==> src/rtl/tracker_pkg.sv <==
// Shared types for the tracker / aim-scheduler slice.
// Region count, coordinate type and scheduler states.
package tracker_pkg;
   localparam int N_REGION = 16;
   localparam int REGION_W = 4;
   localparam int COORD_W  = 10;

   typedef logic [COORD_W-1:0] coord_t;

   typedef enum logic [1:0] {
      IDLE,
      ISSUE,
      DWELL,
      HOME
   } sched_state_t;
endpackage

==> src/rtl/rr_pick16.sv <==
// Round-robin picker: first set mask bit after last_idx,
// wrapping mod 16; last_idx itself is tried last.
module rr_pick16
   import tracker_pkg::*;
(
   input  logic [N_REGION-1:0] mask,
   input  logic [REGION_W-1:0] last_idx,
   output logic [REGION_W-1:0] idx,
   output logic                found
);
   logic [REGION_W-1:0] cand;

   always_comb begin
      idx   = '0;
      found = 1'b0;
      cand  = '0;
      for (int i = 1; i <= N_REGION; i++) begin
         cand = last_idx + REGION_W'(i);
         if (!found && mask[cand]) begin
            idx   = cand;
            found = 1'b1;
         end
      end
   end
endmodule

==> src/rtl/aim_scheduler.sv <==
// Turns per-frame region detections into round-robin aim commands
// with a dwell per target and a park-at-home command on target_off.
module aim_scheduler
   import tracker_pkg::*;
#(
   parameter int COORD_W   = 10,
   parameter int DWELL_CYC = 2_500_000,
   parameter int HOME_X    = 320,
   parameter int HOME_Y    = 240
) (
   input  logic                             clk,
   input  logic                             reset_n,
   input  logic                             v_sync,
   input  logic [N_REGION-1:0]              det_all,
   input  logic [N_REGION-1:0][COORD_W-1:0] aim_x_all,
   input  logic [N_REGION-1:0][COORD_W-1:0] aim_y_all,
   input  logic                             target_off,
   output logic                             cmd_valid,
   input  logic                             cmd_ready,
   output logic [COORD_W-1:0]               cmd_x,
   output logic [COORD_W-1:0]               cmd_y,
   output logic [REGION_W-1:0]              cmd_region,
   output logic                             cmd_home,
   output logic                             aim_lock,
   output logic                             busy,
   output logic [7:0]                       overrun_cnt
);
   localparam int CNT_W = (DWELL_CYC > 1) ? $clog2(DWELL_CYC) : 1;
   typedef logic [CNT_W-1:0] cnt_t;
   localparam cnt_t CNT_LOAD = cnt_t'(DWELL_CYC - 1);

   sched_state_t state_q, state_d;
   logic vs_q, vs_d, rise_q, rise_d, toff_q, toff_d;
   logic [N_REGION-1:0] pend_q, pend_d;
   logic [N_REGION-1:0][COORD_W-1:0] snap_x_q, snap_x_d;
   logic [N_REGION-1:0][COORD_W-1:0] snap_y_q, snap_y_d;
   logic [REGION_W-1:0] last_q, last_d, region_q, region_d;
   logic home_sent_q, home_sent_d;
   cnt_t cnt_q, cnt_d;
   logic valid_q, valid_d, home_q, home_d, lock_q, lock_d;
   logic [COORD_W-1:0] x_q, x_d, y_q, y_d;
   logic [7:0] ovr_q, ovr_d;

   logic [REGION_W-1:0] pick_idx;
   logic pick_found, hs, toff_rise;

   rr_pick16 u_pick (
      .mask     (pend_q),
      .last_idx (last_q),
      .idx      (pick_idx),
      .found    (pick_found)
   );

   assign hs        = valid_q & cmd_ready;
   assign toff_rise = target_off & ~toff_q;

   always_ff @(posedge clk or negedge reset_n) begin
      if (!reset_n) state_q <= IDLE;
      else          state_q <= state_d;
   end

   always_comb begin
      state_d = state_q;
      unique case (state_q)
         IDLE: begin
            if (pick_found)
               state_d = ISSUE;
            else if (target_off && !home_sent_q)
               state_d = HOME;
         end
         ISSUE:   if (hs) state_d = DWELL;
         DWELL:   if (toff_rise || cnt_q == '0) state_d = IDLE;
         HOME:    if (hs) state_d = IDLE;
         default: state_d = IDLE;
      endcase
   end

   always_comb begin
      vs_d        = v_sync;
      rise_d      = v_sync & ~vs_q;
      toff_d      = target_off;
      pend_d      = pend_q;
      snap_x_d    = snap_x_q;
      snap_y_d    = snap_y_q;
      last_d      = last_q;
      home_sent_d = home_sent_q;
      cnt_d       = cnt_q;
      valid_d     = valid_q;
      x_d         = x_q;
      y_d         = y_q;
      region_d    = region_q;
      home_d      = home_q;
      lock_d      = 1'b0;
      ovr_d       = ovr_q;
      unique case (state_q)
         IDLE: begin
            if (pick_found) begin
               valid_d  = 1'b1;
               region_d = pick_idx;
               x_d      = snap_x_q[pick_idx];
               y_d      = snap_y_q[pick_idx];
               home_d   = 1'b0;
            end else if (target_off && !home_sent_q) begin
               valid_d  = 1'b1;
               region_d = '0;
               x_d      = COORD_W'(HOME_X);
               y_d      = COORD_W'(HOME_Y);
               home_d   = 1'b1;
            end
         end
         ISSUE: begin
            if (hs) begin
               valid_d          = 1'b0;
               pend_d[region_q] = 1'b0;
               last_d           = region_q;
               cnt_d            = CNT_LOAD;
            end
         end
         DWELL: begin
            if (!toff_rise) begin
               if (cnt_q == '0) lock_d = 1'b1;
               else             cnt_d  = cnt_q - cnt_t'(1);
            end
         end
         HOME: begin
            if (hs) begin
               valid_d     = 1'b0;
               home_sent_d = 1'b1;
            end
         end
         default: ;
      endcase
      if (!target_off) home_sent_d = 1'b0;
      // A new frame snapshot wins over a same-cycle handshake clear.
      if (rise_q) begin
         pend_d   = det_all;
         snap_x_d = aim_x_all;
         snap_y_d = aim_y_all;
         if (pend_q != '0 && ovr_q != 8'hFF)
            ovr_d = ovr_q + 8'd1;
      end
   end

   always_ff @(posedge clk or negedge reset_n) begin
      if (!reset_n) begin
         vs_q        <= 1'b0;
         rise_q      <= 1'b0;
         toff_q      <= 1'b0;
         pend_q      <= '0;
         snap_x_q    <= '0;
         snap_y_q    <= '0;
         last_q      <= '1;
         home_sent_q <= 1'b0;
         cnt_q       <= '0;
         valid_q     <= 1'b0;
         x_q         <= '0;
         y_q         <= '0;
         region_q    <= '0;
         home_q      <= 1'b0;
         lock_q      <= 1'b0;
         ovr_q       <= '0;
      end else begin
         vs_q        <= vs_d;
         rise_q      <= rise_d;
         toff_q      <= toff_d;
         pend_q      <= pend_d;
         snap_x_q    <= snap_x_d;
         snap_y_q    <= snap_y_d;
         last_q      <= last_d;
         home_sent_q <= home_sent_d;
         cnt_q       <= cnt_d;
         valid_q     <= valid_d;
         x_q         <= x_d;
         y_q         <= y_d;
         region_q    <= region_d;
         home_q      <= home_d;
         lock_q      <= lock_d;
         ovr_q       <= ovr_d;
      end
   end

   always_comb begin
      cmd_valid   = valid_q;
      cmd_x       = x_q;
      cmd_y       = y_q;
      cmd_region  = region_q;
      cmd_home    = home_q;
      aim_lock    = lock_q;
      busy        = (state_q != IDLE);
      overrun_cnt = ovr_q;
   end
endmodule

==> config.mk <==
export PLATFORM = sky130hd
export DESIGN_NAME = aim_scheduler
export DESIGN_NICKNAME = d
export VERILOG_FILES = /design/src/rtl/tracker_pkg.sv /design/src/rtl/rr_pick16.sv /design/src/rtl/aim_scheduler.sv
export SDC_FILE = /design/constraint.sdc
export NUM_CORES = 1
export LEC_CHECK = 0
export CAP_MARGIN = 0
export CORE_MARGIN = 3
export CORE_UTILIZATION = 53
export DETAILED_ROUTE_END_ITERATION = 8
export PLACE_DENSITY_LB_ADDON = 0.15
export SYNTH_ARGS = -nofsm -noshare
export SYNTH_HDL_FRONTEND = slang
export SYNTH_HIERARCHICAL = 1
export SYNTH_SLANG_ARGS = --single-unit
==> constraint.sdc <==
create_clock -name clk -period 6.9 [get_ports clk]
set_clock_uncertainty 0.05 [all_clocks]
set_input_delay 1.38 -clock clk [delete_from_list [all_inputs] [get_ports clk]]
set_output_delay 1.38 -clock clk [all_outputs]
set_load 0.005 [all_outputs]
==> qor.csv, run 1 <==
metric,value,unit
remaining_drc_errors,0,
status,finished clean,
die_h,199.9,µm
cp.arrival,6280,ps
ys_top_cells_by_area,"dfrtp_1 50%, mux2_2 19%, mux4_2 12%, mux2i_1 1.8%, nand2_1 1.8%",
min_path_type,flop to flop,
synth_top_area_cell,dfrtp_1,
rows,70,
crit_chain,"inv_1, ha_1, buf_4, nor2b_1, a2111oi_0, nor4_1, mux2_2, nor2_1, and4_1, a21boi_1, and3_1, a31oi_4, buf_12, mux4_2, mux2i_1, a31oi_1",
cp-start-kind,flop,
crit_path_max_incr_delay,660,ps
ys_ff_latch,403,
final_area,25660,µm²
dpl-instance-area,24240,µm²
die_area,39950,µm²
ios,377,
globalplace.congestion,0.9267,
fin_crit_sh,85.50,%
crit_fanout,50,
hold_violations,0,
grt_max_degree,155,
port_buffers,376,
fp.coreArea,36790,µm²
rsz0062_at_grt,no,
die_w,199.9,µm
crit_required,7280,ps
syn_to_final_growth,28.82,%
synth_flop_cell,dfrtp_1,
maxSlewHeadroom,28.85,%
finalCriticalPeriod,5900,ps
clockRootBuffer,clkbuf_16,
drtAntennaViolNets,0,
cts_tree,yes,
end_kind,flop,
ir_drop,0.7547,mV
synth_warnings,6,
clock_latency,570,ps
synthCells,1459,
ys_top_cells_by_count,"399 x dfrtp_1, 329 x mux2_2, 109 x mux4_2",
timing.fmax,169.5,MHz
cellPowerDensity,537.5,nW/µm²
via_per_inst,6.083,
grt_overflow,0,
hpwl,43.55,mm
syn-num-nets,1810,
nNetsFinal,2174,
synth_cell_types,74,
drive_gt1_share,30.10,%
avgRoutedWirePerCell,25.47,µm
maxSlewViolCount,0,
cts_buffers,43,
clock_sinks,403,
yosysMostFrequentCell,dfrtp_1,
fin_util,69.76,%
initial_utilization,54.16,%
tightest_slew,1058,ps
syn_area_per_cell,13.65,µm²
critPathKind,flop to flop,
ctsResizeCount,0,
synth-seq-area-share,50.65,%
setup_viol,0,
async_reset_ff_share,100.0,%
gr-usage-all-layers,29.56,%
syn_area,19920,µm²
clk_path_buf_depth,3,
grt_pass1_vias,14780,
synth_top_area_share,50.12,%
cts_hold_buffers,0,
power.leakage,10.18,nW
cts_max_level,2,
via_count,14150,
grt_pass1_wl,88.75,mm
fillers,2644,
routed_wl,59.24,mm
crit_slowest_cell,dfstp_2,
drt-initial-drc-count,871,
fin_tns_setup,0,ps
first_pass_iters,5,
clk_pin_slew,60,ps
antenna_found_initial,5,
maxCapViolations,0,
cts_setup_buffers,0,
synth-edff-count,0,
-- state kept, by name, indices dropped and copies added (netlist names), 2 cells and up --
name	count
snap_x_q	160
snap_y_q	160
cnt_q	22
pend_q	16
cmd_x	10
cmd_y	10
overrun_cnt	8
cmd_region	4
last_q	4
state_q	2
-- layer usage --
metal	share of wire, %	track usage, %
met1	39	37.95
met2	51	50.72
met3	7.1	6.882
met4	3.0	8.788
met5	0.088	0
-- final timing paths --
path | start | endpoint | slack (ps) | cells after the start
setup / recovery | last_q[1] | cmd_y[6] | 1000 | 16
hold / removal | vs_q | rise_q | 350 | 1
setup reg to reg | last_q[1] | cmd_y[6] | 1000 | 16
hold reg to reg | vs_q | rise_q | 350 | 1
max in group asynchronous | reset_n | snap_y_q[69] | 4490 | 2
min in group asynchronous | reset_n | cnt_q[3] | 800 | 1
-- stage by stage --
stage	total power, mW	hold WS, ps	cells	setup slack (ps)
CTS	13.85	351.5	2322	1076
floorplan	8.630	327.7	1459	716.9
global route	14.49	368.3	2323	496.7
detailed placement	11.48	343.6	2246	1053
global placement	11.46	331.4	2246	1161
finish	13.79	351.2	2326	1000
-- cell families after synthesis --
group | share of synthesized area, %
AO/OA/AOI/OAI | 6.048
XOR/XNOR | 1.011
adder cells (fa/ha/maj) | 0.6281
buffers and inverters | 2.230
flip-flops | 50.65
multiplexers | 32.84
AND/OR/NAND/NOR | 6.595
-- report_power, final --
| group | internal [mW] | switching, mW | total [mW] |
|---|---|---|---|
| clock network | 1.36 | 0.948 | 2.31 |
| registers | 2.81 | 0.392 | 3.20 |
| logic | 3.96 | 4.32 | 8.28 |
| total | 8.13 | 5.66 | 13.8 |
-- layout make-up --
cell class	count	area, µm²	share of cell area, %
Antenna cell	4	10.01	0.03901
Clock buffer	65	1249	4.866
Clock inverter	11	160.2	0.6241
Inverter	14	52.55	0.2048
Multi-Input combinational cell	951	9425	36.73
Sequential cell	403	10090	39.33
Tap cell	468	585.6	2.282
Timing Repair Buffer	410	4086	15.92
-- placed cells by master, fill, tap and decap left out, drive strengths merged, types with 5 or more instances in the layout --
cell type | Yosys | layout
a2111oi | 9 | 9
a211oi | 5 | 5
a21oi | 27 | 27
a22oi | 18 | 18
a31oi | 6 | 6
buf | 34 | 35
clkbuf | 57 | 65
clkdlybuf4s50 | 0 | 375
clkinv | 1 | 9
dfrtp | 399 | 399
ha | 10 | 10
inv | 13 | 13
mux2 | 331 | 331
mux2i | 36 | 36
mux4 | 109 | 109
nand2 | 93 | 93
nand2b | 8 | 8
nand3 | 23 | 23
nor2 | 40 | 40
nor2b | 17 | 17
nor3 | 11 | 11
nor4 | 13 | 13
o211ai | 20 | 20
o21ai | 53 | 53
o22ai | 16 | 16
o31ai | 8 | 8
o41ai | 5 | 5
or2 | 5 | 5
or3 | 8 | 8
or3b | 5 | 5
or4 | 6 | 6
or4b | 5 | 5
xnor2 | 9 | 9
xor2 | 14 | 14
-- critical path, delay by kind of cell, from the launching register on --
family          cells  cell delay, ps
fa+ha+maj           1             570
simple gates        5            1210
flops               1             660
buf+inv             3             730
mux                 3            1380
compound gates      4            1080
(Power assumes the default switching activity.)
==> inputs of run 2 (changes only) <==
==> constraint.sdc (replaced) <==
create_clock -name clk -period 6.1 [get_ports clk]
set_clock_uncertainty 0.05 [all_clocks]
set_input_delay 1.22 -clock clk [delete_from_list [all_inputs] [get_ports clk]]
set_output_delay 1.22 -clock clk [all_outputs]
set_load 0.005 [all_outputs]
==> qor.csv, run 2 (synthesis gave the netlist of run 1 again) <==
metric,value,unit,change
status,finished clean,,
fp.coreArea,36790,µm²,unchanged
cp-start-kind,flop,,
setup_viol,0,,unchanged
end_kind,flop,,
hpwl,43.00,mm,-1.3%
initial_utilization,54.16,%,unchanged
rows,70,,unchanged
switching_share,41.74,%,+0.69 points
finalWorstSetupSlack,297.0,ps,-703.5 ps
maxSlewHeadroom,26.50,%,-2.3 points
fin_tns_setup,0,ps,unchanged
critPathKind,flop to flop,,
die_h,199.9,µm,unchanged
nNetsFinal,2175,,+0.046%
p_int,9.081,mW,+12%
cts_buffers,44,,+2.3%
rsz0062_at_grt,no,,
seqPwrFrac,23.3,%,about the same
cp.arrival,6190,ps,-90 ps
fin_crit_sh,95.13,%,+9.6 points
drive_gt1_share,30.22,%,+0.12 points
clock_sinks,403,,unchanged
clk_path_buf_depth,3,,unchanged
hold_violations,0,,unchanged
timing.fmax,172.3,MHz,+1.7%
routed_wl,59.32,mm,+0.14%
antenna_found_initial,16,,+11
cts_tree,yes,,
crit_fanout,41,,-18%
crit_required,6480,ps,-800 ps
finalCriticalPeriod,5803,ps,-96.49 ps
clock_latency,580,ps,about the same
maxSlewViolCount,0,,unchanged
ios,377,,unchanged
p_sw,6.505,mW,+15%
via_per_inst,6.104,,+0.33%
min_path_type,flop to flop,,
mostFrequentLayoutCell,dfrtp_1,,
clockRootBuffer,clkbuf_16,,
drtAntennaViolNets,0,,unchanged
tightest_slew,1102,ps,+44.90 ps
ir_drop,0.6482,mV,-14%
syn_to_final_growth,28.75,%,about the same
power.leakage,10.17,nW,-0.11%
avgRoutedWirePerCell,25.42,µm,-0.20%
pwr-share-comb,60.4,%,+0.4 points
grt_pass1_vias,14980,,+1.4%
remaining_drc_errors,0,,unchanged
grt_overflow,0,,unchanged
maxCapViolations,0,,unchanged
final_cell_mix,"398 x dfrtp_1, 375 x clkdlybuf4s50_1, 329 x mux2_2",,
grt_max_degree,198,,+28%
cts_max_level,2,,unchanged
drt-initial-drc-count,1056,,+21%
pwr-share-clk,16.3,%,-0.5 points
grt_pass1_wl,88.62,mm,-0.14%
place_ws,369.1,ps,-683.5 ps
reg_top3,"snap_x_q: 160 flops, snap_y_q: 160 flops, cnt_q: 22 flops",,
gr-usage-all-layers,29.62,%,+0.054 points
fillers,2599,,-1.7%
globalplace.congestion,0.9377,,+1.2%
port_buffers,376,,unchanged
cellPowerDensity,607.7,nW/µm²,+13%
first_pass_iters,5,,unchanged
clk_pin_slew,70,ps,about the same
via_count,14250,,+0.68%
die_area,39950,µm²,unchanged
die_w,199.9,µm,unchanged
-- run 2: cell types whose count changed in the layout (fill, tap and decap cells not counted), sizes merged --
cell	previous run	this run
bufinv	3	0
clkbuf	65	61
clkinv	9	12
diode	4	13
inv	13	16
-- run 2: path summary, 6_finish.rpt --
check                      startpoint      endpoint  slack (ps)  depth (start not counted)
max                         last_q[1]      cmd_x[1]         300                         17
min                              vs_q        rise_q         340                          1
max reg2reg                 last_q[1]      cmd_x[1]         300                         17
min reg2reg                      vs_q        rise_q         340                          1
max in group asynchronous     reset_n  snap_x_q[12]        4120                          2
min in group asynchronous     reset_n     cnt_q[15]         600                          1
-- run 2: power groups by stage --
stage	Combinational [mW]	Sequential (mW)	Clock [mW]
floorplan	6.32	3.45	0
global placement	9.40	3.65	0
detailed placement	9.41	3.67	0
CTS	9.45	3.62	2.59
global route	10.0	3.69	2.70
finish	9.42	3.63	2.53
-- run 2: critical path, cell delays in order, from the launching register on --
cell	delay, ps
dfstp_2	540
inv_1	170
ha_1	470
buf_4	330
nor2b_1	80
a2111oi_0	520
nor4_1	150
buf_4	170
mux2_2	330
nor2_1	400
and4_1	340
a21boi_1	100
and3_1	200
a31oi_4	230
buf_12	320
mux4_2	580
mux2i_1	400
o211ai_1	160
-- run 2: final cells by class --
cell class / count / area (µm²) / share of cell area (%)
inverters: 14 / 52.55 / 0.2049
diodes: 13 / 32.53 / 0.1268
clock inverters: 14 / 121.4 / 0.4732
well taps: 468 / 585.6 / 2.283
flip-flops and latches: 403 / 10090 / 39.35
clock buffers: 61 / 1235 / 4.815
repair buffers: 410 / 4099 / 15.98
multi-input cells: 951 / 9429 / 36.76
-- run 2: what timing repair did --
item | in CTS | in global routing
buffers inserted | 0 | 0
hold buffers | 0 | 0
endpoints found under the setup margin | 0 | 2
gates resized for setup | 0 | 3
-- run 2: through the flow --
| stage | instances | cell area, µm² | hold WS, ps | power (mW) | util (%) |
|---|---|---|---|---|---|
| 3_5_place_dp | 2246 | 24260 | 328.8 | 13.07 | 65.94 |
| 2_1_floorplan | 1459 | 19920 | 327.7 | 9.766 | - |
| 6_report | 2334 | 25650 | 336.8 | 15.59 | 69.72 |
| 4_1_cts | 2321 | 25610 | 337.0 | 15.66 | 69.63 |
| 3_3_place_gp | 2246 | 24260 | 328.6 | 13.05 | 65.94 |
| 5_1_grt | 2331 | 25640 | 368.4 | 16.41 | 69.70 |
-- run 2: per-layer routing --
| metal | up-vias | wire [µm] | share of wire (%) | global-route usage (%) |
|---|---|---|---|---|
| met5 | - | 75 | 0.13 | 0 |
| met4 | 10 | 2484 | 4.2 | 13.91 |
| met3 | 127 | 4414 | 7.4 | 8.342 |
| met2 | 545 | 29940 | 50 | 49.36 |
| met1 | 7291 | 22410 | 38 | 36.08 |
| li1 | 6273 | - | - | - |
==> RTL change, RTL diff (flow settings as in run 2) <==
The 4 states of `sched_state_t` get a one-hot encoding in 4 bits.
--- a/src/rtl/tracker_pkg.sv
+++ b/src/rtl/tracker_pkg.sv
@@ -7,11 +7,11 @@
 
    typedef logic [COORD_W-1:0] coord_t;
 
-   typedef enum logic [1:0] {
-      IDLE,
-      ISSUE,
-      DWELL,
-      HOME
+   typedef enum logic [3:0] {
+      IDLE  = 4'b0001,
+      ISSUE = 4'b0010,
+      DWELL = 4'b0100,
+      HOME  = 4'b1000
    } sched_state_t;
 endpackage
 
Formal check against the unedited RTL: same outputs for any inputs over 4 cycles, from zero or initial values and one cycle with reset_n low; so few cycles prove little.
==> RTL change against run 2 <==
Final area is 2.4% higher. Routed wire length is 2.3% higher. Total power is 5.4% higher. Worst setup slack worse by 0.016 ns. Sequential cell count is 2 higher. Hold slack better by 0.0074 ns. Utilization is 0.98 points higher. Sequential share of layout area is 0.72 points lower. Via count is 2.6% higher. Area after synthesis is 1.7% higher. Count of clock-buffer cells in the layout is 1 higher. Critical path type unchanged. Critical endpoint is now cmd_x[7]. Highest routed layer unchanged.
==> RTL change: results (changes against run 2) <==
Placed design
• 24700 sq um — placed cell area, +1.8%
• 0.949 — routability congestion estimate from global placement, +1.2%
• 2314 — instance count after placement with tap cells included, +3.0%
• 44.4 mm — hpwl dp, +3.2%
• 0.00814 ns — post-placement worst setup slack, -0.361 ns

Drt
• 60.7 mm — overall routed net length, +2.3%
• 5 — number of optimization iterations in the first detailed-route pass, unchanged
• 1129 — First DRT Iteration DRCs, +6.9%
• 14600 — overall via count from detail_route, +2.6%
• 25.2 microns — average routed wire per standard cell, -1.0%

GRT
• 21 — number of antenna violations at the first check in global routing, +5
• 214 — maximum number of pins on one net before global-route repair, +8.1%
• 0 — leftover overflow at the end of global routing, unchanged
• 15600 — via count of the first global-routing pass, +4.1%
• 30.0% — aggregate global-route resource usage, +0.39 points

Synth
• 1840 — Mapped Nets, +1.7%
• 82 — number of unique standard cell types used by synthesis, +11%
• 13.6 sq um — average instance area after synthesis, -0.38%
• 49.4% — proportion of netlist area held by the largest area contributor, -0.70 points
• 32.1% — multiplexer fraction of the synthesized cell area, -0.72 points
• 0.618% — post-synthesis share of cell area spent on full adders, half adders and majority gates, -0.010 points
• 6.62% — area fraction in compound gates after synthesis, +0.57 points
• dfrtp_1, mux2_2, mux4_2, mux2i_1, nand2_1 — cell types with the largest area share after synthesis
• 1.38% — Synth Area in XOR/XNOR, +0.37 points
• 50.1% — sequential fraction of the synthesis area, -0.58 points

Pwr
• 0.0104 uW — Leakage Power, +1.9%
• 0.000576 V — Worst IR Drop VDD, -11%

Setup path
• 0.53 ns — biggest cell delay along the critical path, -0.05 ns
• compound AO/OA/AOI/OAI gates — dominant delay contributor by cell family on the critical path
• 31 — critical path fanouts, max, -24%
• 6.21 ns — Arr. time, crit path, +0.02 ns

Layout
• 2206 — post-layout net count, +1.4%
• 31.1% — layout cell share with drive strength beyond 1, +0.85 points
• 2626 — number of fill cells in the layout, +1.0%
• 29.6% — signed area change from the synthesized netlist to the final layout

CTS
• 0.60 ns — source-to-sink clock delay at the later pin of the worst-skew pair, +0.02 ns
• 43 — number of buffers inserted during clock tree synthesis, -2.3%

Status
• finished clean — status

Timing
• 21.9% — worst slew margin relative to its limit, -4.6 points

## RTL change: cell types whose count changed in the layout (fill, tap and decap cells not counted), sizes merged, moves of 5 or more
cell and change:
a22oi +6, mux4 -6, xnor2 +12, o22ai -5
a2111oi +5, nor2 +7, o41ai +5, o31ai -6
diode +6, mux2i +11, a211oi +8, a21oi +5
nand2 -7, o21ai -13
## RTL change: power by group through the flow
stage / combinational (uW) / sequential (uW) / clock, uW
floorplan: 6770 / 3500 / 0
global placement: 9900 / 3680 / 0
detailed placement: 9990 / 3700 / 0
CTS: 10100 / 3660 / 2700
global route: 10700 / 3740 / 2820
finish: 10100 / 3680 / 2660
## RTL change: area by class of cell
| type | instances | share of cell area (%) |
|---|---|---|
| timing repair buffer | 413 | 15.8 |
| clock inverter | 17 | 0.696 |
| antenna | 19 | 0.181 |
| tap | 504 | 2.40 |
| inverter | 16 | 0.229 |
| sequential | 405 | 38.6 |
| clock buffer | 62 | 4.83 |
| multi-input combinational | 976 | 37.2 |
## RTL change: worst paths after layout
check | start | end | slack, ns | cells after the start
max | last_q[0] | cmd_x[7] | 0.28 | 17
min | vs_q | rise_q | 0.34 | 1
max reg2reg | last_q[0] | cmd_x[7] | 0.28 | 17
min reg2reg | vs_q | rise_q | 0.34 | 1
max in group asynchronous | reset_n | snap_x_q[92] | 4.04 | 2
min in group asynchronous | reset_n | overrun_cnt[6] | 0.61 | 1
## RTL change: layer usage
layer  share of wire [%]  vias up  GRT usage [%]
li1                    -     6392              -
met1                  40     7525           39.3
met2                  49      577           49.1
met3                 7.3      119           6.81
met4                 3.3        6           11.8
met5               0.053        -              0
## RTL change: timing repair
item	CTS	global route
gates resized for setup	0	16
endpoints found under the setup margin	0	20
endpoints found under the hold margin	0	0
